File: config.mk
export PLATFORM = sky130hd
export DESIGN_NAME = npu_spi_slave_if
export DESIGN_NICKNAME = d
export VERILOG_FILES = /design/src/rtl/npu_spi_pkg.sv /design/src/rtl/npu_pin_sync.sv /design/src/rtl/npu_spi_slave_if.sv
export SDC_FILE = /design/constraint.sdc
export NUM_CORES = 1
export LEC_CHECK = 0
export CELL_PAD_IN_SITES_DETAIL_PLACEMENT = 1
export CELL_PAD_IN_SITES_GLOBAL_PLACEMENT = 1
export CORE_UTILIZATION = 25
export CTS_CLUSTER_DIAMETER = 40
export CTS_CLUSTER_SIZE = 28
export DETAILED_ROUTE_END_ITERATION = 10
export GPL_ROUTABILITY_DRIVEN = 0
export PLACE_DENSITY = 0.6
export SLEW_MARGIN = 20
export SYNTH_ARGS = -nofsm -noshare
export SYNTH_HDL_FRONTEND = slang
export SYNTH_HIERARCHICAL = 1
export SYNTH_SLANG_ARGS = --single-unit
export TNS_END_PERCENT = 1
File: constraint.sdc
create_clock -name rpll_clk -period 3.2 [get_ports rpll_clk]
set_clock_uncertainty 0.15 [all_clocks]
set_input_delay 0.48 -clock rpll_clk [delete_from_list [all_inputs] [get_ports rpll_clk]]
set_output_delay 0.48 -clock rpll_clk [all_outputs]
set_load 0.1 [all_outputs]
File: src/rtl/npu_spi_pkg.sv
// Shared SPI front-end types and constants for the NPU command path.
package npu_spi_pkg;

  localparam int SPI_DATA_W = 8;

  localparam logic [SPI_DATA_W-1:0] SPI_FILL_BYTE = 8'h00;

  typedef enum logic [1:0] {
    WAIT_IDLE,
    IDLE,
    ACTIVE
  } spi_state_e;

endpackage

File: src/rtl/npu_pin_sync.sv
// Multi-stage synchroniser for one asynchronous pin, with a configurable reset level.
module npu_pin_sync #(
  parameter int   STAGES  = 2,
  parameter logic RST_VAL = 1'b0
) (
  input  logic rpll_clk,
  input  logic rst_n,
  input  logic d_i,
  output logic q_o
);

  logic [STAGES-1:0] sync_q;

  always_ff @(posedge rpll_clk or negedge rst_n) begin
    if (!rst_n) begin
      sync_q <= {STAGES{RST_VAL}};
    end else begin
      sync_q <= {sync_q[STAGES-2:0], d_i};
    end
  end

  assign q_o = sync_q[STAGES-1];

endmodule

File: src/rtl/npu_spi_slave_if.sv
// SPI mode-0 slave: oversampled pins, MOSI deserialiser to a valid/ready stream,
// valid/ready response stream serialised onto MISO through a single holding register.
module npu_spi_slave_if
  import npu_spi_pkg::*;
#(
  parameter int                DATA_W      = SPI_DATA_W,
  parameter int                SYNC_STAGES = 2,
  parameter logic [DATA_W-1:0] FILL_BYTE   = SPI_FILL_BYTE
) (
  input  logic              rpll_clk,
  input  logic              rst_n,
  input  logic              sclk,
  input  logic              mosi,
  input  logic              cs_n,
  output logic              miso,
  output logic [DATA_W-1:0] rx_data,
  output logic              rx_valid,
  input  logic              rx_ready,
  input  logic [DATA_W-1:0] tx_data,
  input  logic              tx_valid,
  output logic              tx_ready,
  output logic              frame_start,
  output logic              frame_end,
  output logic              rx_overrun,
  output logic              tx_underrun
);

  localparam int CNT_W = $clog2(DATA_W) + 1;

  logic sclk_s, mosi_s, cs_n_s;
  logic sclk_prev_q, cs_n_prev_q;
  logic sclk_rise, sclk_fall, cs_n_fall, cs_n_rise;

  npu_pin_sync #(.STAGES(SYNC_STAGES), .RST_VAL(1'b0)) u_sync_sclk (
    .rpll_clk(rpll_clk), .rst_n(rst_n), .d_i(sclk), .q_o(sclk_s)
  );
  npu_pin_sync #(.STAGES(SYNC_STAGES), .RST_VAL(1'b0)) u_sync_mosi (
    .rpll_clk(rpll_clk), .rst_n(rst_n), .d_i(mosi), .q_o(mosi_s)
  );
  npu_pin_sync #(.STAGES(SYNC_STAGES), .RST_VAL(1'b1)) u_sync_cs_n (
    .rpll_clk(rpll_clk), .rst_n(rst_n), .d_i(cs_n), .q_o(cs_n_s)
  );

  assign sclk_rise = sclk_s & ~sclk_prev_q;
  assign sclk_fall = ~sclk_s & sclk_prev_q;
  assign cs_n_fall = ~cs_n_s & cs_n_prev_q;
  assign cs_n_rise = cs_n_s & ~cs_n_prev_q;

  spi_state_e          state_q, state_d;
  logic [SYNC_STAGES:0] settle_q;
  logic                settled;
  logic [CNT_W-1:0]    bit_cnt_q, bit_cnt_d;
  logic [DATA_W-2:0]   rx_shift_q, rx_shift_d;
  logic [DATA_W-1:0]   rx_word;
  logic [DATA_W-1:0]   rx_data_q, rx_data_d;
  logic                rx_valid_q, rx_valid_d;
  logic [DATA_W-1:0]   tx_shift_q, tx_shift_d;
  logic [DATA_W-1:0]   tx_hold_q, tx_hold_d;
  logic                hold_full_q, hold_full_d;
  logic                miso_q, miso_d;
  logic                frame_start_q, frame_start_d;
  logic                frame_end_q, frame_end_d;
  logic                rx_overrun_q, rx_overrun_d;
  logic                tx_underrun_q, tx_underrun_d;
  logic                load_tx;

  // The synchronisers power up at idle levels; trust cs_n only once real pin values have flushed through.
  assign settled = settle_q[SYNC_STAGES];
  assign rx_word = {rx_shift_q, mosi_s};

  always_comb begin
    state_d       = state_q;
    bit_cnt_d     = bit_cnt_q;
    rx_shift_d    = rx_shift_q;
    rx_data_d     = rx_data_q;
    rx_valid_d    = rx_valid_q;
    tx_shift_d    = tx_shift_q;
    tx_hold_d     = tx_hold_q;
    hold_full_d   = hold_full_q;
    miso_d        = miso_q;
    frame_start_d = 1'b0;
    frame_end_d   = 1'b0;
    rx_overrun_d  = 1'b0;
    tx_underrun_d = 1'b0;
    load_tx       = 1'b0;

    if (rx_valid_q && rx_ready) begin
      rx_valid_d = 1'b0;
    end

    case (state_q)
      WAIT_IDLE: begin
        if (settled && cs_n_s) begin
          state_d = IDLE;
        end
      end
      IDLE: begin
        if (cs_n_fall) begin
          state_d       = ACTIVE;
          frame_start_d = 1'b1;
          bit_cnt_d     = '0;
          load_tx       = 1'b1;
        end
      end
      ACTIVE: begin
        if (cs_n_rise) begin
          state_d     = IDLE;
          frame_end_d = 1'b1;
          bit_cnt_d   = '0;
          miso_d      = 1'b0;
        end else begin
          if (sclk_rise) begin
            rx_shift_d = rx_word[DATA_W-2:0];
            if (bit_cnt_q == CNT_W'(DATA_W - 1)) begin
              bit_cnt_d = '0;
              if (!rx_valid_q || rx_ready) begin
                rx_data_d  = rx_word;
                rx_valid_d = 1'b1;
              end else begin
                rx_overrun_d = 1'b1;
              end
            end else begin
              bit_cnt_d = bit_cnt_q + CNT_W'(1);
            end
          end
          if (sclk_fall) begin
            if (bit_cnt_q == '0) begin
              load_tx = 1'b1;
            end else begin
              tx_shift_d = {tx_shift_q[DATA_W-2:0], 1'b0};
              miso_d     = tx_shift_q[DATA_W-2];
            end
          end
        end
      end
      default: state_d = WAIT_IDLE;
    endcase

    if (load_tx) begin
      if (hold_full_q) begin
        tx_shift_d  = tx_hold_q;
        hold_full_d = 1'b0;
      end else begin
        tx_shift_d    = FILL_BYTE;
        tx_underrun_d = 1'b1;
      end
      miso_d = tx_shift_d[DATA_W-1];
    end

    // Only accepted while empty, so a same-cycle copy always took the old content or the fill word.
    if (tx_valid && !hold_full_q) begin
      tx_hold_d   = tx_data;
      hold_full_d = 1'b1;
    end
  end

  always_ff @(posedge rpll_clk or negedge rst_n) begin
    if (!rst_n) begin
      state_q       <= WAIT_IDLE;
      settle_q      <= '0;
      sclk_prev_q   <= 1'b0;
      cs_n_prev_q   <= 1'b1;
      bit_cnt_q     <= '0;
      rx_shift_q    <= '0;
      rx_data_q     <= '0;
      rx_valid_q    <= 1'b0;
      tx_shift_q    <= '0;
      tx_hold_q     <= '0;
      hold_full_q   <= 1'b0;
      miso_q        <= 1'b0;
      frame_start_q <= 1'b0;
      frame_end_q   <= 1'b0;
      rx_overrun_q  <= 1'b0;
      tx_underrun_q <= 1'b0;
    end else begin
      state_q       <= state_d;
      settle_q      <= {settle_q[SYNC_STAGES-1:0], 1'b1};
      sclk_prev_q   <= sclk_s;
      cs_n_prev_q   <= cs_n_s;
      bit_cnt_q     <= bit_cnt_d;
      rx_shift_q    <= rx_shift_d;
      rx_data_q     <= rx_data_d;
      rx_valid_q    <= rx_valid_d;
      tx_shift_q    <= tx_shift_d;
      tx_hold_q     <= tx_hold_d;
      hold_full_q   <= hold_full_d;
      miso_q        <= miso_d;
      frame_start_q <= frame_start_d;
      frame_end_q   <= frame_end_d;
      rx_overrun_q  <= rx_overrun_d;
      tx_underrun_q <= tx_underrun_d;
    end
  end

  assign miso        = miso_q;
  assign rx_data     = rx_data_q;
  assign rx_valid    = rx_valid_q;
  assign tx_ready    = ~hold_full_q;
  assign frame_start = frame_start_q;
  assign frame_end   = frame_end_q;
  assign rx_overrun  = rx_overrun_q;
  assign tx_underrun = tx_underrun_q;

endmodule

## Word-level counts from Yosys, hierarchy flattened

Cells that the tools add are included.

| storage, ports and cells | value |
|---|---|
| register bits after elaboration | 54 |
| input port bits | 15 |
| output and inout bits | 15 |
| word-level logic and storage cells | 102 |

| cells by class | value |
|---|---|
| muxes and demuxes | 43 |
| bitwise operators | 10 |
| add/sub/neg operators | 1 |
| equality and inequality tests | 10 |
| reductions and logical operators | 19 |

Operators by type and width:

| operator | count |
|---|---|
| $mux 7 | 5 |
| $mux 1 | 27 |
| $mux 4 | 4 |
| $reduce_and 3->1 | 4 |
| $mux 8 | 1 |
| $ne 2x2->1 const B | 4 |
| $pmux 4 s2 | 1 |
| $reduce_bool 2->1 | 4 |
| $mux 2 | 3 |
| $ne 3x3->1 const B | 2 |
| $not 1->1 | 6 |
| $pmux 2 s3 | 1 |
| $reduce_and 5->1 | 1 |
| $add 4x1->4 const B | 1 |
| $and 1x1->1 | 4 |
| $eq 4x3->1 const B | 1 |
| $logic_not 4->1 | 1 |
| $reduce_and 4->1 | 1 |
| $logic_and 1x1->1 | 3 |
| $reduce_bool 3->1 | 1 |
| $eq 2x1->1 const B | 1 |
| $eq 2x2->1 const B | 1 |
| $logic_not 1->1 | 2 |
| $logic_not 2->1 | 1 |
| 3 further kinds | 3 |

## Depth between registers and ports, before layout

Gate-level depths: netlist of run 1.

| depth | value |
|---|---|
| depth after elaboration | 7 |
| mapped depth | 7 |
| mapped depth without buffers | 6 |

## Hierarchy

The synthesis of run 1 kept the hierarchy.

Modules (own cells, without submodules):

| module | cells an instance | instances | area an instance (µm²) |
|---|---|---|---|
| npu_spi_slave_if | 173 | 1 | 2214.6 |
| npu_pin_sync (u_sync_mosi ...) | 2 | 2 | 50.0 |
| npu_pin_sync (u_sync_cs_n) | 2 | 1 | 52.6 |

## Worst setup path before layout of run 1

No wires, ideal clock.

| path | value |
|---|---|
| path type | flip-flop to flip-flop |
| from | register rx_valid_q (netlist: rx_valid) |
| to | register rx_data_q[0] (netlist: rx_data[0]) |
| cell stages (with the launch flop) | 5 |
| setup slack | 1.281 ns |
| path buffers | 1 |
| data arrival time | 1.643 ns |
| required time | 2.925 ns |
| library setup time | 0.125 ns |
| cell sequence | dfrtp_1 nand2b_1 nor2b_1 buf_4 mux2_2 |

| between the ends | value |
|---|---|
| word-level cells in the longest chain between the ends | 3 |

RTL lines:

| what | RTL line | text |
|---|---|---|
| start: declaration | npu_spi_slave_if.sv:56 | `logic rx_valid_q, rx_valid_d;` |
| start signal: assignment | npu_spi_slave_if.sv:183 | `rx_valid_q <= rx_valid_d;` |
| $logic_not 1->1 | npu_spi_slave_if.sv:116 | `if (!rx_valid_q \|\| rx_ready) begin` |
| $logic_or 1x1->1 | npu_spi_slave_if.sv:116 |  |
| $reduce_and 5->1 (no source line) | n/a |  |
| end signal: assignment | npu_spi_slave_if.sv:182 | `rx_data_q <= rx_data_d;` |
| end: declaration | npu_spi_slave_if.sv:55 | `logic [DATA_W-1:0] rx_data_q, rx_data_d;` |

No other way between the ends.
A chain may end at the register's enable or synchronous reset.

## Worst setup path after layout of run 1

| path | value |
|---|---|
| from | register cs_n_prev_q |
| to | register rx_data_q[3] (netlist: rx_data[3]) |

| between the ends | value |
|---|---|
| word-level cells in the longest chain between the ends | 4 |

RTL lines:

| what | RTL line | text |
|---|---|---|
| start: declaration | npu_spi_slave_if.sv:31 | `logic sclk_prev_q, cs_n_prev_q;` |
| start signal: assignment | npu_spi_slave_if.sv:179 | `cs_n_prev_q <= cs_n_s;` |
| $not 1->1 | npu_spi_slave_if.sv:47 | `assign cs_n_rise = cs_n_s & ~cs_n_prev_q;` |
| $and 1x1->1 | npu_spi_slave_if.sv:47 |  |
| $not 1->1 (no source line) | n/a |  |
| $reduce_and 5->1 (no source line) | n/a |  |

No other way between the ends.

==> out/summary.txt, run 1 <==
Resize count post-CTS: 0
Synth cell types: 42
Leak pwr: 1.35 nW
EDFF count, synth: 0
Max-Cap Viols: 0
Hold Startpoint: u_sync_sclk/sync_q[0]
Setup crit end kind: register
Critical path type: register to register
Global-route wire length before repair: 7400 µm
M1 WL: 2080 µm
Port Buffers: 29
DRT iter0 DRCs: 26
Vias in the first global route: 1568
Clock Tree Buf Depth: 2
Sequential fraction of the synthesis area: 57.2%
Cell Area, Placed: 0.00275 mm²
Final hold vios: 0
Area delta synth->final: 20.1%
Die extent in y: 99.3 µm
Peak supply drop: 0.417 mV
GRT overflow: 0
Fraction of final layout cells sized beyond drive strength 1: 29.4%
Initial antenna violation count: 0
Peak Freq: 0.424 GHz
CTS tree: built
Die width: 99.3 µm
Nets: 235
Worst min path class: register to register
IO Count: 30
H-tree Lvls: 2
Final Util: 30.9%
Gr usage total: 9.57%
Routed length on met3: 103 µm
PwrDens: 693 mW/mm²
Slew headroom: 47.4%
Syn Inst Count: 179
Slew Limit Fails: 0
Vias per cell: 4.42
Fin crit share: 73.8%
Pre-Repair DR Iteration Count: 3
# diodes: 0
Yosys warnings: 6
Final design area excluding fillers: 0.00284 mm²
Rows: 35
Status: finished, final reports clean
Clk root buf: clkbuf_8
Core area: 0.00920 mm²
Routed Antenna Nets: 0
Num CTS Buffers: 5
Syn avg cell area: 13.2 µm²
Total negative setup slack: 0 ps
Worst Setup SP: cs_n_prev_q
Post-DP HPWL: 3130 µm
Seq cells post-synth: 54
DR DRC count: 0
RR Startpoint: cs_n_prev_q
Tmin final: 2360 ps
Startpoint types: register
Crit path DAT: 2410 ps
Post-Route WL: 4290 µm
Full die area: 0.00986 mm²
Net Count, Synth: 201
Unrepaired setup endpoints after global routing: no
Placed instance count: 316
Routed length per instance: 13.2 µm
Worst-margin pin slew: 787 ps
WL met2: 2010 µm
Via count: 1435
Largest net degree at the start of global routing: 24
Fin cells: 325
Clk slew on worst S/H paths: 110 ps
Top Layer Used: met4
Clk_lat worst skew: 320 ps
Top FF cell, synth: dfrtp_1
Post-synth design cell area: 0.00237 mm²
Setup Viol. Count Final: 0
Worst path required time: 3250 ps
Sink Count: 54
Initial core utilization: 25.7%
Worst-path fanout max: 11
Async set or reset register ratio after synthesis: 100%
## timing repair
item                      CTS  global route
hold buffers                1             0
setup buffers               0             0
hold endpoints to repair   17             0
## layer usage
layer / GRT usage (%) / vias up
li1: - / 691
met3: 1.83 / 6
met2: 15.8 / 19
met1: 12.0 / 719
met5: 0 / -
met4: 4.75 / 0
## synth_stat cells (2+ instances only)
| cell type | instances | area share, % |
|---|---|---|
| a21oi_1 | 3 | 0.63 |
| nand4_1 | 3 | 0.79 |
| mux2i_1 | 13 | 5.5 |
| o21ai_1 | 3 | 0.63 |
| and3b_1 | 3 | 1.1 |
| nor2_1 | 5 | 0.79 |
| and2_1 | 2 | 0.53 |
| buf_2 | 2 | 0.42 |
| inv_1 | 7 | 1.1 |
| ha_1 | 7 | 3.7 |
| clkbuf_1 | 3 | 0.48 |
| dfrtp_1 | 51 | 54 |
| nand2_1 | 8 | 1.3 |
| nor3_4 | 2 | 1.4 |
| nor2b_1 | 6 | 1.6 |
| dfstp_2 | 3 | 3.3 |
| mux2_2 | 26 | 12 |
| nand2b_1 | 3 | 0.79 |
| nand3_1 | 6 | 1.3 |
## power breakdown
part / internal [mW] / switching [mW]
clock: 0.157 / 0.228
sequential: 0.834 / 0.112
combinational: 0.282 / 0.357
total: 1.27 / 0.697
## worst max-delay path: stages (launching register included)
cell and delay, ps:
dfstp_2 550, nand2b_1 340, nand4_1 220, nor2b_1 590
mux2_2 410
## registers in the layout (all words and copies together), names as in the netlist, 2 cells and up
register / count
rx_data: 8
u_sync_mosi/sync_q: 2
u_sync_sclk/sync_q: 2
rx_shift_q: 7
bit_cnt_q: 4
state_q: 2
settle_q: 3
tx_hold_q: 8
u_sync_cs_n/sync_q: 2
tx_shift_q: 7
## through the flow
step / worst slack, ps / hold slack (ps) / total power, mW
6_report: 839 / 196 / 1.97
3_5_place_dp: 839 / 189 / 1.61
2_1_floorplan: 1280 / 34.4 / 1.44
4_1_cts: 818 / 210 / 2.00
3_3_place_gp: 866 / 182 / 1.60
5_1_grt: 585 / 216 / 2.10
## area by class of cell
| type | count | area [µm²] |
|---|---|---|
| clock buffer | 6 | 72.6 |
| clock inverter | 2 | 13.8 |
| fill | 1022 | 6350 |
| inverter | 7 | 26.3 |
| multi-input combinational | 112 | 957 |
| sequential | 54 | 1360 |
| tap | 111 | 139 |
| timing repair buffer | 33 | 280 |
## cells in the final DEF, fill, tap and decap left out, types with 2 or more instances in the layout
cell type / count
and3b_1: 3
dfstp_2: 3
and2_1: 2
dfrtp_1: 51
ha_1: 7
nand4_1: 3
mux2i_1: 13
nand2_1: 8
nor2b_1: 6
nor2_1: 5
clkdlybuf4s50_1: 13
mux2_2: 26
a21oi_1: 3
buf_4: 18
nand3_1: 6
nand2b_1: 3
inv_1: 7
clkbuf_8: 5
o21ai_1: 3
nor3_4: 2
## cells by family after synthesis
| kind of cell | after synthesis | synth area share (%) |
|---|---|---|
| AOI/OAI and AO/OA | 16 | 5.02 |
| adders and majority gates | 7 | 3.70 |
| buffers and inverters | 13 | 2.33 |
| DFF | 54 | 57.2 |
| muxes | 40 | 18.3 |
| other | 1 | 0.158 |
| and+or+nand+nor | 48 | 13.2 |
## worst paths after layout
path | slack [ps] | cells after the start | endpoint
min reg2reg | 200 | 0 | u_sync_sclk/sync_q[1]
max reg2reg | 840 | 4 | rx_data[3]
max | 840 | 4 | rx_data[3]
min in group asynchronous | 460 | 2 | tx_hold_q[3]
max in group asynchronous | 1710 | 3 | u_sync_cs_n/sync_q[1]
min | 200 | 0 | u_sync_sclk/sync_q[1]
(Power assumes the default switching activity.)
==> run 2: changes to the inputs <==
Clock period 3.2 ns to 2.3 ns, I/O delays scaled along.
==> run 2 against run 1 <==
Maximum frequency grew 14%. Sequential share of layout area fell by 1.6 points. Clock-buffer cell count did not move. Final area grew 3.5%. Global-route usage up 0.23 points. Critical path type unchanged. Largest power group unchanged.
==> out/summary.txt, run 2 (synthesis results as in run 1) <==
Nets: 240
Final worst setup slack: 229 ps
Most common cell after layout, fill and taps aside: dfrtp_1
Vias in the first global route: 1553
DRT iter0 DRCs: 43
RR Startpoint: state_q[0]
Tmin final: 2070 ps
Cell family with most CP delay: simple AND/OR/NAND/NOR gates
# fillers: 1017
Fin crit share: 90.0%
Clk root buf: clkbuf_8
PwrDens: 990 mW/mm²
Worst-path fanout max: 13
Total negative setup slack: 0 ps
Critical path buffers and inverters: 1
Startpoint types: register
Die extent in y: 99.3 µm
Crit path DAT: 2120 ps
Gr usage total: 9.80%
Worst min path class: register to register
Post-Route WL: 4300 µm
Critical path type: register to register
Initial core utilization: 25.7%
Clock Tree Buf Depth: 2
Peak Freq: 0.483 GHz
Fraction of final layout cells sized beyond drive strength 1: 32.0%
Pre-CTS setup slack: 117 ps
Reg2Reg Depth: 6
Core area: 0.00920 mm²
Setup Viol. Count Final: 0
Sink Count: 54
Post-CTS Setup Bufs: 0
Max-Cap Viols: 0
Initial antenna violation count: 0
Die width: 99.3 µm
Post-DP HPWL: 3070 µm
H-tree Lvls: 2
Vias per cell: 4.36
Global-route wire length before repair: 7580 µm
Routed length per instance: 13.0 µm
Port Buffers: 29
CP max stage delay: 420 ps
Status: finished, final reports clean
Final hold vios: 0
Area delta synth->final: 24.4%
Num CTS Buffers: 5
CTS tree: built
Via count: 1439
Routed Antenna Nets: 0
# diodes: 0
IO Count: 30
Clk_lat worst skew: 310 ps
Critical path destination: bit_cnt_q[0]
Slowest CP cell: dfrtp_1
Critical Path, Cell by Cell: inv_1, ha_2, and3b_1, o21ai_1, and2_1, mux2_1
Unrepaired setup endpoints after global routing: no
Clk slew on worst S/H paths: 100 ps
Worst path required time: 2350 ps
FF-to-FF setup slack: 230 ps
Setup crit end kind: register
Peak supply drop: 0.462 mV
Leak pwr: 1.40 nW
Most frequent cells in the layout: 51 x dfrtp_1, 26 x mux2_2, 21 x buf_4
DR DRC count: 0
Rows: 35
Full die area: 0.00986 mm²
Reg-to-Reg End: bit_cnt_q[0]
Pre-Repair DR Iteration Count: 4
Worst Setup SP: state_q[0]
Slew Limit Fails: 0
GRT overflow: 0
Crit path depth: 6
Largest net degree at the start of global routing: 37
[run 2: changes by cell type in the layout (fill, tap and decap cells not counted)]
cell	previous run	this run
buf_4	18	21
buf_12	0	2
bufinv_16	0	1
clkbuf_1	1	0
clkbuf_8	5	6
clkinv_2	1	0
ha_1	7	6
ha_2	0	1
[run 2: cell type report]
cell class / count / area [µm²] / share of cell area [%]
flip-flops and latches: 54 / 1360 / 46.0
well taps: 111 / 139 / 4.72
inverters: 7 / 26.3 / 0.892
repair buffers: 38 / 343 / 11.6
clock buffers: 6 / 82.6 / 2.80
clock inverters: 2 / 38.8 / 1.32
multi-input cells: 112 / 960 / 32.6
[run 2: worst reg2reg max path: stages, from the launching register on]
cell     delay, ps
dfrtp_1        420
inv_1           90
ha_2           270
and3b_1        200
o21ai_1        260
and2_1         250
mux2_1         330
[run 2: per-layer routing]
layer / wire length, µm / GRT usage [%] / up-vias
li1: - / - / 698
met1: 2120 / 12.8 / 714
met2: 1980 / 15.7 / 21
met3: 105 / 1.62 / 6
met4: 97 / 5.09 / 0
met5: 0 / 0 / -
[run 2: how the worst min path moves through the flow]
stage / slack, ps / from / cells after the start / end
floorplan: -100 / rst_n / 0 / bit_cnt_q[0]
global placement: 180 / settle_q[1] / 0 / settle_q[2]
detailed placement: 190 / settle_q[1] / 0 / settle_q[2]
CTS: 210 / u_sync_sclk/sync_q[0] / 0 / u_sync_sclk/sync_q[1]
global route: 220 / settle_q[1] / 0 / settle_q[2]
finish: 210 / u_sync_sclk/sync_q[0] / 0 / u_sync_sclk/sync_q[1]
[run 2: timing repair]
item | in CTS | in global routing
endpoints found under the hold margin | 18 | 0
hold buffers | 1 | 0
resized for setup | 0 | 1
endpoints found under the setup margin | 0 | 1
[run 2: per-stage QoR]
| stage | util, % | instance area, µm² | hold slack [ps] | cells | power, mW |
|---|---|---|---|---|---|
| 4_1_cts | 32.0 | 2940 | 212 | 330 | 2.97 |
| 6_report | 32.0 | 2940 | 210 | 330 | 2.92 |
| 2_1_floorplan | - | 2370 | -101 | 179 | 2.01 |
| 3_5_place_dp | 30.6 | 2810 | 186 | 321 | 2.27 |
| 5_1_grt | 32.0 | 2940 | 221 | 330 | 3.12 |
| 3_3_place_gp | 30.6 | 2810 | 182 | 321 | 2.24 |
[run 2: power by group]
group	internal (mW)	switching (mW)	total, mW
combinational	0.417	0.497	0.914
sequential	1.16	0.155	1.32
clock	0.359	0.326	0.685
total	1.94	0.978	2.92
